## config.mk

```make
export PLATFORM = sky130hd
export DESIGN_NAME = if_id_stage_register
export DESIGN_NICKNAME = d
export VERILOG_FILES = /design/src/rtl/if_id_stage_register.sv
export SDC_FILE = /design/constraint.sdc
export NUM_CORES = 1
export LEC_CHECK = 0
export CAP_MARGIN = 20
export CORE_ASPECT_RATIO = 0.7
export CORE_MARGIN = 3
export CORE_UTILIZATION = 41
export CTS_CLUSTER_DIAMETER = 30
export DETAILED_ROUTE_END_ITERATION = 10
export PLACE_DENSITY = 0.87
export SETUP_SLACK_MARGIN = 0.05
export SYNTH_ARGS = -nofsm -noshare
export SYNTH_HDL_FRONTEND = slang
export SYNTH_SLANG_ARGS = --single-unit
```

## constraint.sdc

```tcl
create_clock -name clk -period 3.4 [get_ports clk]
set_clock_uncertainty 0.1 [all_clocks]
set_input_delay 0.51 -clock clk [delete_from_list [all_inputs] [get_ports clk]]
set_output_delay 0.51 -clock clk [all_outputs]
set_load 0.005 [all_outputs]
```

## src/rtl/if_id_stage_register.sv

```systemverilog
// IF/ID pipeline boundary: latches fetch results for decode, with stall, flush-to-bubble and valid tracking.
// Optional IF_ID_PERF_COUNT_EN adds stall_cycles / flush_count performance counters.
module if_id_stage_register #(
    parameter logic [31:0] RESET_PC = 32'h0000_3000,
    parameter logic [31:0] NOP_INST = 32'h0000_0000
) (
    input  logic        clk,
    input  logic        reset,
    input  logic        stall,
    input  logic        handle_exception,
    input  logic        eret_flush,
    input  logic [31:0] IF_PC,
    input  logic [31:0] IF_PC4,
    input  logic [31:0] IF_Inst,
    input  logic        IF_exception,
    input  logic [31:0] IF_EPC,
    input  logic [4:0]  IF_ExcCode,
    input  logic        IF_BD,
    input  logic        ID_is_jump,
    output logic [31:0] ID_PC,
    output logic [31:0] ID_PC4,
    output logic [31:0] ID_Inst,
    output logic        ID_valid,
    output logic        ID_exception,
    output logic [31:0] ID_EPC,
    output logic [4:0]  ID_ExcCode,
    output logic        ID_BD,
    output logic        delay_slot,
    output logic [31:0] last_PC
`ifdef IF_ID_PERF_COUNT_EN
    ,
    output logic [31:0] stall_cycles,
    output logic [31:0] flush_count
`endif
);

    logic flush;

    assign flush = handle_exception | eret_flush;

    // Priority: reset > flush > stall > load; reset and flush both insert a bubble.
    always_ff @(posedge clk) begin
        if (reset || flush) begin
            ID_PC        <= RESET_PC;
            ID_PC4       <= 32'(RESET_PC + 32'd4);
            ID_Inst      <= NOP_INST;
            ID_valid     <= 1'b0;
            ID_exception <= 1'b0;
            ID_EPC       <= 32'd0;
            ID_ExcCode   <= 5'd0;
            ID_BD        <= 1'b0;
        end else if (!stall) begin
            ID_PC        <= IF_PC;
            ID_PC4       <= IF_PC4;
            // A faulting fetch never forwards its (possibly garbage) word to decode.
            ID_Inst      <= IF_exception ? NOP_INST : IF_Inst;
            ID_valid     <= 1'b1;
            ID_exception <= IF_exception;
            ID_EPC       <= IF_EPC;
            ID_ExcCode   <= IF_ExcCode;
            ID_BD        <= IF_BD;
        end
    end

    // Context returned to fetch; derived only from registered ID state.
    assign delay_slot = ID_valid & ID_is_jump;
    assign last_PC    = ID_PC;

`ifdef IF_ID_PERF_COUNT_EN
    // Counters survive flushes; only reset clears them.
    always_ff @(posedge clk) begin
        if (reset) begin
            stall_cycles <= 32'd0;
            flush_count  <= 32'd0;
        end else begin
            if (flush) begin
                flush_count <= flush_count + 32'd1;
            end else if (stall) begin
                stall_cycles <= stall_cycles + 32'd1;
            end
        end
    end
`endif

endmodule

```

======== Word-level counts from Yosys, hierarchy flattened ========
Cells that the tools add are included.
word-level totals
  bits in registers ....................... 136
operators by class
  mux-type cells .......................... 1
  bitwise gates (word level) .............. 2
  reductions and logical operators ........ 1
operators by type and width
  operator            count
  two-way mux 32 bit  1
  AND 1 bit           1
  logical OR 1 bit    1
  bitwise OR 1 bit    1

======== Logic depth before layout (Yosys ltp) ========
Gate-level depths: netlist of the first run.
  word-level depth ........................ 2
  gate-level depth with buffers ........... 5

======== Least setup slack after synthesis of the first run ========
OpenSTA, ideal clock, no wires.
  kind .................................... input port to flip-flop
  from .................................... input port stall
  to ...................................... register ID_PC[15]
  setup time .............................. 0.114 ns
  arrival time ............................ 1.310 ns
  data required time ...................... 3.186 ns
  setup slack ............................. 1.876 ns
  stages on the path ...................... 5
  buffers on the path ..................... 3
  cells stage by stage .................... buf_2 > buf_4 > buf_2 > mux2i_1 > nor2_1
RTL lines
  item                  line  source
  from (decl)           9     input logic stall,
  to (signal assigned)  44    ID_PC <= RESET_PC;
  to (signal assigned)  53    ID_PC <= IF_PC;
  to (decl)             20    output logic [31:0] ID_PC,

======== Worst setup path after layout of the first run ========
  from .................................... input port ID_is_jump
  to ...................................... output port delay_slot
on the way
  word-level cells in the longest chain between the ends .. 1
ends and longest elaborated chain
  item         line  source
  from (decl)  19    input logic ID_is_jump,
  AND 1 bit    66    assign delay_slot = ID_valid & ID_is_jump;
  to (decl)    28    output logic delay_slot,
No other way between the ends.

==> results of run 1 <==
==> through the flow <==
stage	instances	cell area (um2)	hold WS, ns	utilization	worst slack (ns)
floorplan	512	5202	0.3550	-	1.876
global placement	914	8085	0.3470	0.6706	1.031
detailed placement	914	8085	0.3558	0.6706	0.9137
CTS	945	8666	0.3653	0.7188	1.221
global route	945	8666	0.3869	0.7188	1.178
finish	945	8666	0.3634	0.7188	1.224
==> path summary, 6_finish.rpt <==
path	slack (ns)	start	cells after the start	to
worst max-delay path	1.22	ID_is_jump	3	delay_slot
worst min register to register	0.36	ID_Inst[13]	2	ID_Inst[13]
worst max register to register	2.61	ID_PC[20]	2	ID_PC[20]
worst min-delay path	0.36	ID_Inst[13]	2	ID_Inst[13]
==> where the power goes <==
group          switching, mW  internal (mW)
Clock                  0.679           1.12
Combinational          0.139          0.268
Sequential            0.0168           1.62
Total                  0.835           3.00
==> critical path: stages <==
cell and delay, ns:
clkdlybuf4s50_1 0.45, and2_1 0.12, clkdlybuf4s50_1 0.49
==> placed cells by master (no fill, tap or decap), types with 3 or more instances in the layout <==
cell type	Yosys	layout
dfxtp_1	136	136
nor2_1	98	98
mux2i_1	103	103
or3b_1	21	21
clkbuf_16	0	17
buf_4	33	3
clkinvlp_4	0	3
clkinv_2	0	3
or3b_2	11	11
clkdlybuf4s50_1	0	308
a21oi_1	33	33
nand2_1	37	37
==> state kept, by name (all words and copies together), names as in the netlist <==
name and flops:
ID_PC 32, ID_PC4 32, ID_exception 1, ID_Inst 32
ID_valid 1, ID_EPC 32, ID_BD 1, ID_ExcCode 5
==> cell families (layout without fill, tap and decap cells) <==
| logic type | after synthesis | in the layout | share of synthesized area |
|---|---|---|---|
| simple gates | 170 | 170 | 0.1546 |
| buf+inv | 70 | 346 | 0.09211 |
| compound gates | 33 | 33 | 0.03175 |
| flops | 136 | 136 | 0.5233 |
| mux | 103 | 103 | 0.1982 |
==> area by class of cell <==
type | count | area share
repair buffers | 314 | 0.3643
flip-flops and latches | 136 | 0.3142
multi-input cells | 306 | 0.2314
clock buffers | 20 | 0.05270
well taps | 157 | 0.02267
clock inverters | 11 | 0.01429
inverters | 1 | 0.0004332
==> per-layer routing <==
layer / wire length [um] / share of wire
met5: 0 / 0
met4: 340 / 0.021
met3: 1212 / 0.077
met2: 8174 / 0.52
met1: 6102 / 0.39
==> out/metrics.yaml, run 1 <==
status: "completed"
ys_warn_count: 0
drc: 0
syn_inst: 512
dp_hpwl_mm: 11.67
finalSetupViolations: 0
cap_viol_max_count: 0
clockBufferDepth: 2
synth_edf_count: 0
cp_data_required_time_ns: 2.79
synth.yosys.seq_area_share: 0.5233
cp_max_fo: 1
vias: 4462
fin_nets: 917
finalPower_mw: 3.839
die_w_um: 140.6
dieArea_um2: 14100
max-slew-margin-rel: 0.2955
antenna_cells: 0
period_needed_ns: 2.176
avgSynthCellArea_um2: 10.16
report.final.hold_viol_count: 0
slew_viol_final: 0
io_pins: 310
ff_latch_area_um2: 2723
yosysMostFrequentCell: "dfxtp_1"
cts-resized-gates: 0
numCtsBuffers: 17
gr-usage-met1: 0.2335
htree_levels: 4
crit_type: "in -> out"
rsz0062_at_grt: "false"
use_met2: 0.3985
grt_pass1_vias: 4623
grt_usage: 0.2176
fin_setup_tns_ns: 0
start_util: 0.4315
drtIter0Drc: 175
tightest_slew_ns: 1.053
grt_remaining_overflow: 0
final_layout_size_suffix_gt1_frac: 0.06091
cp_data_arrival_time_ns: 1.57
root_buffer: "clkbuf_16"
grtUsageMet3: 0.07952
grt_max_degree: 79
grt_pass1_wl_mm: 24.30
detail_route.wl_per_cell_um: 16.75
cts_tree: "yes"
clkLatencyLatePin_ns: 0.40
timing.fmax_mhz: 459.6
ir_drop_mv: 0.3164
final_antenna_net_count: 0
port_buffers: 309
fill_cells: 864
ys_async_sr_fraction: 0
p_per_area_nw_per_um2: 443.0
synthFlopType: "dfxtp_1"
routabilityCongestion: 0.7833
synthTopCellsByArea: "dfxtp_1, mux2i_1, nor2_1"
ys_ff_latch: 136
wl_mm: 15.83
endpoint_kind: "output port"
core_area_um2: 12060
clk_pin_slew_ns: 0.06
antenna_found_initial: 0
crit_path_start_kind: "primary input"
gr-max-usage-layer: "met2"
fin_crit_sh: 0.6399
die_h_um: 100.2
multi_input_area_um2: 2006
netlist-cell-type-count: 16
synth_area_um2: 5202
synth_nets: 653
viasPerCell: 4.722
yosysTopAreaCell: "dfxtp_1"
p_leak_nw: 3.373
cts_sinks: 136
min_path_type: "reg -> reg"
area_growth_pct: 66.57
synth_top_area_share: 0.5233
hold_buffers: 0
post-cts-setup-buffer-count: 0
synthTopCellsByCount: "dfxtp_1, mux2i_1, nor2_1"
firstDrtPassIters: 4
rows: 33
Note: power is estimated with default switching activity, not from simulation.
==> inputs of run 2 (changes only) <==
--- a/config.mk
+++ b/config.mk
@@ -8,10 +8,10 @@
 export CAP_MARGIN = 20
 export CORE_ASPECT_RATIO = 0.7
 export CORE_MARGIN = 3
-export CORE_UTILIZATION = 41
+export CORE_UTILIZATION = 34
 export CTS_CLUSTER_DIAMETER = 30
 export DETAILED_ROUTE_END_ITERATION = 10
-export PLACE_DENSITY = 0.87
+export PLACE_DENSITY = 0.77
 export SETUP_SLACK_MARGIN = 0.05
 export SYNTH_ARGS = -nofsm -noshare
 export SYNTH_HDL_FRONTEND = slang
==> constraint.sdc (replaced) <==
create_clock -name clk -period 2 [get_ports clk]
set_clock_uncertainty 0.1 [all_clocks]
set_input_delay 0.3 -clock clk [delete_from_list [all_inputs] [get_ports clk]]
set_output_delay 0.3 -clock clk [all_outputs]
set_load 0.005 [all_outputs]
==> out/metrics.yaml, run 2 (synthesis results as in run 1) <==
die_w_um: 153.9  # +9.4%
hold_buffers: 0  # unchanged
slew_viol_final: 0  # unchanged
die_h_um: 109.5  # +9.2%
dieArea_um2: 16850  # +19%
max-slew-margin-rel: 0.6169  # +0.3214
status: "completed"
grt_pass1_vias: 4414  # -4.5%
period_needed_ns: 1.780
cp_data_required_time_ns: 1.60  # -1.19 ns
grt_max_degree: 92  # +16%
antenna_found_initial: 0  # unchanged
min_path_type: "in -> reg"
clk_pin_slew_ns: 0.06  # about the same
vias: 4449  # -0.29%
path_cells: "and2_1, clkdlybuf4s50_1"
most-common-layout-cells: "clkdlybuf4s50_1, dfxtp_1, mux2i_1"
crit_type: "reg -> out"
clockBufferDepth: 2  # unchanged
rrSetupSlack_ns: 1.21  # -1.40 ns
hold_ws_ns: 0.1328  # -0.2306 ns
start_util: 0.3512  # -0.08032
antenna_cells: 0  # unchanged
finalPower_mw: 6.412  # +67%
grt_usage: 0.1782  # -0.03939
viasPerCell: 4.508  # -4.5%
timing.fmax_mhz: 561.7
detail_route.wl_per_cell_um: 15.73  # -6.1%
drc: 0  # unchanged
p_leak_nw: 3.379  # +0.17%
cp_max_fo: 3  # +2
cp_slowest_cell: "clkdlybuf4s50_1"
cts_tree: "yes"
port_buffers: 309  # unchanged
fin_crit_sh: 0.8902
tightest_slew_ns: 0.5703  # -0.4831 ns
endpoint_kind: "output port"
grt_pass1_wl_mm: 24.07  # -0.96%
layout_setup_ws_ns: 0.2197  # -1.005 ns
p_per_area_nw_per_um2: 734.0  # +66%
firstDrtPassIters: 4  # unchanged
final_layout_size_suffix_gt1_frac: 0.06439  # +0.003480
numCtsBuffers: 17  # unchanged
report.final.hold_viol_count: 0  # unchanged
grt_remaining_overflow: 0  # unchanged
finalSetupViolations: 0  # unchanged
cts_sinks: 136  # unchanged
core_area_um2: 14810  # +23%
cap_viol_max_count: 0  # unchanged
final_antenna_net_count: 0  # unchanged
fin_setup_tns_ns: 0  # unchanged
fin_nets: 920  # +0.33%
area_growth_pct: 67.92
clkLatencyLatePin_ns: 0.40  # about the same
routabilityCongestion: 0.8158  # +4.1%
final_cells: 987  # +4.4%
ir_drop_mv: 0.4810  # +52%
cp_data_arrival_time_ns: 1.38  # -0.19 ns
htree_levels: 4  # unchanged
io_pins: 310  # unchanged
final_common_cell: "clkdlybuf4s50_1"
post-cts-setup-buffer-count: 0  # unchanged
dp_hpwl_mm: 11.63  # -0.33%
critical-path-max-stage-delay_ns: 0.50  # about the same
wl_mm: 15.52  # -1.9%
drtIter0Drc: 188  # +7.4%
rows: 37  # +12%
crit_path_start_kind: "flop"
placed_cells: 955  # +4.5%
cts-resized-gates: 0  # unchanged
post-place-ws_ns: 0.2328  # -0.6809 ns
root_buffer: "clkbuf_16"
rsz0062_at_grt: "false"
## run 2: final timing paths
| check | startpoint | end | cells after the start |
|---|---|---|---|
| worst max register to register | ID_PC[12] | ID_PC[12] | 2 |
| worst min register to register | ID_Inst[30] | ID_Inst[30] | 2 |
| worst max-delay path | ID_valid | delay_slot | 2 |
| worst min-delay path | stall | ID_Inst[5] | 3 |
## run 2: report_power, final
group	switching, mW	total, mW	internal [mW]	leakage (nW)
clock	1.21	2.93	1.72	0.260
sequential	0.0283	2.78	2.76	1.10
combinational	0.233	0.696	0.464	2.02
## run 2: layout make-up
type	instances	area [um2]
fill	1241	6078
inverter	1	3.754
multi-input combinational	306	2006
sequential	136	2723
timing repair buffer	317	3204
clock inverter	13	122.6
tap	195	244.0
clock buffer	19	432.9
## run 2: per-stage QoR
stage / util / cell area (um2)
5_1_grt: 0.5897 / 8736
4_1_cts: 0.5897 / 8736
3_5_place_dp: 0.5522 / 8180
3_3_place_gp: 0.5522 / 8180
2_1_floorplan: - / 5202
6_report: 0.5897 / 8736
## run 2: metal layers
| layer | track usage | wire length, um | vias to the layer above |
|---|---|---|---|
| met1 | 0.2111 | 6262 | 2068 |
| li1 | - | - | 2204 |
| met5 | 0 | 0 | - |
| met4 | 0.04474 | 169 | 0 |
| met3 | 0.05980 | 1056 | 11 |
| met2 | 0.3149 | 8035 | 166 |
## run 2: worst max-delay path: cells and delay by family, from the launching register on
family        cells  cell delay (ns)
buf+inv           1             0.50
flops             1             0.36
simple gates      1             0.13
==> inputs of run 3 (changes only) <==
==> constraint.sdc (replaced) <==
create_clock -name clk -period 2 [get_ports clk]
set_clock_uncertainty 0.1 [all_clocks]
set_input_delay 0.3 -clock clk [delete_from_list [all_inputs] [get_ports clk]]
set_output_delay 0.3 -clock clk [all_outputs]
set_load 0.05 [all_outputs]
==> out/metrics.yaml, run 3 (synthesis results as in run 1) <==
status: "completed"
fin_setup_tns_ns: 0  # unchanged
clkPwrFrac: 0.466  # +0.009
grt_pass1_vias: 4352  # -1.4%
grt_pass1_wl_mm: 22.91  # -4.8%
htree_levels: 4  # unchanged
p_switching_mw: 1.566  # +6.5%
place_area_um2: 8158  # -0.28%
dp_hpwl_mm: 11.26  # -3.2%
cap_viol_max_count: 0  # unchanged
drc: 0  # unchanged
final_common_cell: "dlygate4sd2_1"
p_sw_frac: 0.2300  # +0.0007133
tightest_slew_ns: 0.5678  # -0.002528 ns
r2r.worst_path.cells: 2  # unchanged
port_buffers: 309  # unchanged
most-common-layout-cells: "dlygate4sd2_1, clkdlybuf4s50_1, dfxtp_1"
critical-path-max-stage-delay_ns: 0.56  # +0.06 ns
critPathTopFamily: "buffers and inverters"
finalInstanceArea_um2: 8562  # -2.0%
report.final.hold_viol_count: 0  # unchanged
vias: 4415  # -0.76%
drtIter0Drc: 164  # -13%
grt_usage: 0.1707  # -0.007559
wl_mm: 15.21  # -2.0%
p_leak_nw: 4.120  # +22%
die_h_um: 109.5  # unchanged
antenna_found_initial: 0  # unchanged
antenna_cells: 0  # unchanged
crit_path_start_kind: "flop"
clk_pin_slew_ns: 0.06  # about the same
detail_route.wl_per_cell_um: 15.43  # -1.9%
slew_viol_final: 0  # unchanged
critPathBufInv: 1  # unchanged
viasPerCell: 4.478  # -0.66%
grt_max_degree: 99  # +7.6%
area_growth_pct: 64.57
crit_cells: 1  # -1
cts_tree: "yes"
start_util: 0.3512  # unchanged
root_buffer: "clkbuf_16"
numCtsBuffers: 17  # unchanged
min_path_type: "in -> reg"
routabilityCongestion: 0.8184  # +0.32%
combPwrFrac: 0.125  # +0.016
fin_nets: 919  # -0.11%
timing.fmax_mhz: 576.3  # +2.6%
hold_buffers: 0  # unchanged
final_layout_size_suffix_gt1_frac: 0.07332  # +0.008931
p_int_mw: 5.242  # +6.1%
core_area_um2: 14810  # unchanged
grt_remaining_overflow: 0  # unchanged
io_pins: 310  # unchanged
cp_data_required_time_ns: 1.60  # about the same
crit_type: "reg -> out"
rsz0062_at_grt: "false"
final_util: 0.5780  # -0.01174
fin_crit_sh: 0.8676  # -0.02254
ir_drop_mv: 0.4977  # +3.5%
p_per_area_nw_per_um2: 795.1  # +8.3%
final_antenna_net_count: 0  # unchanged
endpoint_kind: "output port"
period_needed_ns: 1.735  # -0.04509 ns
dieArea_um2: 16850  # unchanged
max-slew-margin-rel: 0.6186  # +0.001698
path_cells: "dlygate4sd2_1"
firstDrtPassIters: 4  # unchanged
seqPwrFrac: 0.409  # -0.025
cp_max_fo: 3  # unchanged
hold_depth: 3  # unchanged
die_w_um: 153.9  # unchanged
cts_sinks: 136  # unchanged
cp_data_arrival_time_ns: 1.34  # -0.04 ns
clkLatencyLatePin_ns: 0.40  # about the same
clockBufferDepth: 2  # unchanged
cp_slowest_cell: "dlygate4sd2_1"
rows: 37  # unchanged
finalSetupViolations: 0  # unchanged
## run 3: final timing paths
path / startpoint / end / slack [ns]
worst max-delay path: ID_PC[27] / last_PC[27] / 0.26
worst min-delay path: stall / ID_Inst[4] / 0.23
worst max register to register: ID_PC4[2] / ID_PC4[2] / 1.22
worst min register to register: ID_Inst[1] / ID_Inst[1] / 0.36
## run 3: worst reg2reg max path, cell delays in order (launching register included)
cell and delay [ns]:
dfxtp_1 0.32, mux2i_1 0.16, nand2_1 0.07
## run 3: area by class of cell
type | instances | area [um2]
inverters | 1 | 3.754
multi-input cells | 306 | 2006
clock buffers | 25 | 485.5
flip-flops and latches | 136 | 2723
repair buffers | 316 | 2984
clock inverters | 7 | 116.4
fillers | 1304 | 6252
well taps | 195 | 244.0
## run 3: metal layers
| layer | up-vias | track usage | wire length, um |
|---|---|---|---|
| met1 | 2032 | 0.1932 | 6125 |
| li1 | 2201 | - | - |
| met4 | 0 | 0.05482 | 265 |
| met5 | - | 0 | 0 |
| met3 | 18 | 0.06609 | 1139 |
| met2 | 164 | 0.3002 | 7682 |
## run 3: repair_timing
item	in CTS	in global routing
setup endpoints to repair	158	0
gates resized for setup	158	0
buffers inserted	0	0
## run 3: power groups by stage
stage               Combinational, mW  Sequential [mW]  Clock (mW)
CTS                             0.859             2.78        3.25
global placement                0.881             2.84           0
global route                    0.904             2.79        3.37
floorplan                       0.324             3.00           0
finish                          0.852             2.78        3.17
detailed placement              0.891             2.84           0
## run 3: metrics by stage
stage | setup WS (ns) | instances | hold WS, ns | power, mW
finish | 0.2647 | 986 | 0.2262 | 6.808
global route | 0.2010 | 986 | 0.2389 | 7.062
CTS | 0.2382 | 986 | 0.2092 | 6.890
detailed placement | 0.2320 | 954 | 0.3539 | 3.734
global placement | 0.2772 | 954 | 0.3479 | 3.721
floorplan | 0.4726 | 512 | 0.3245 | 3.323
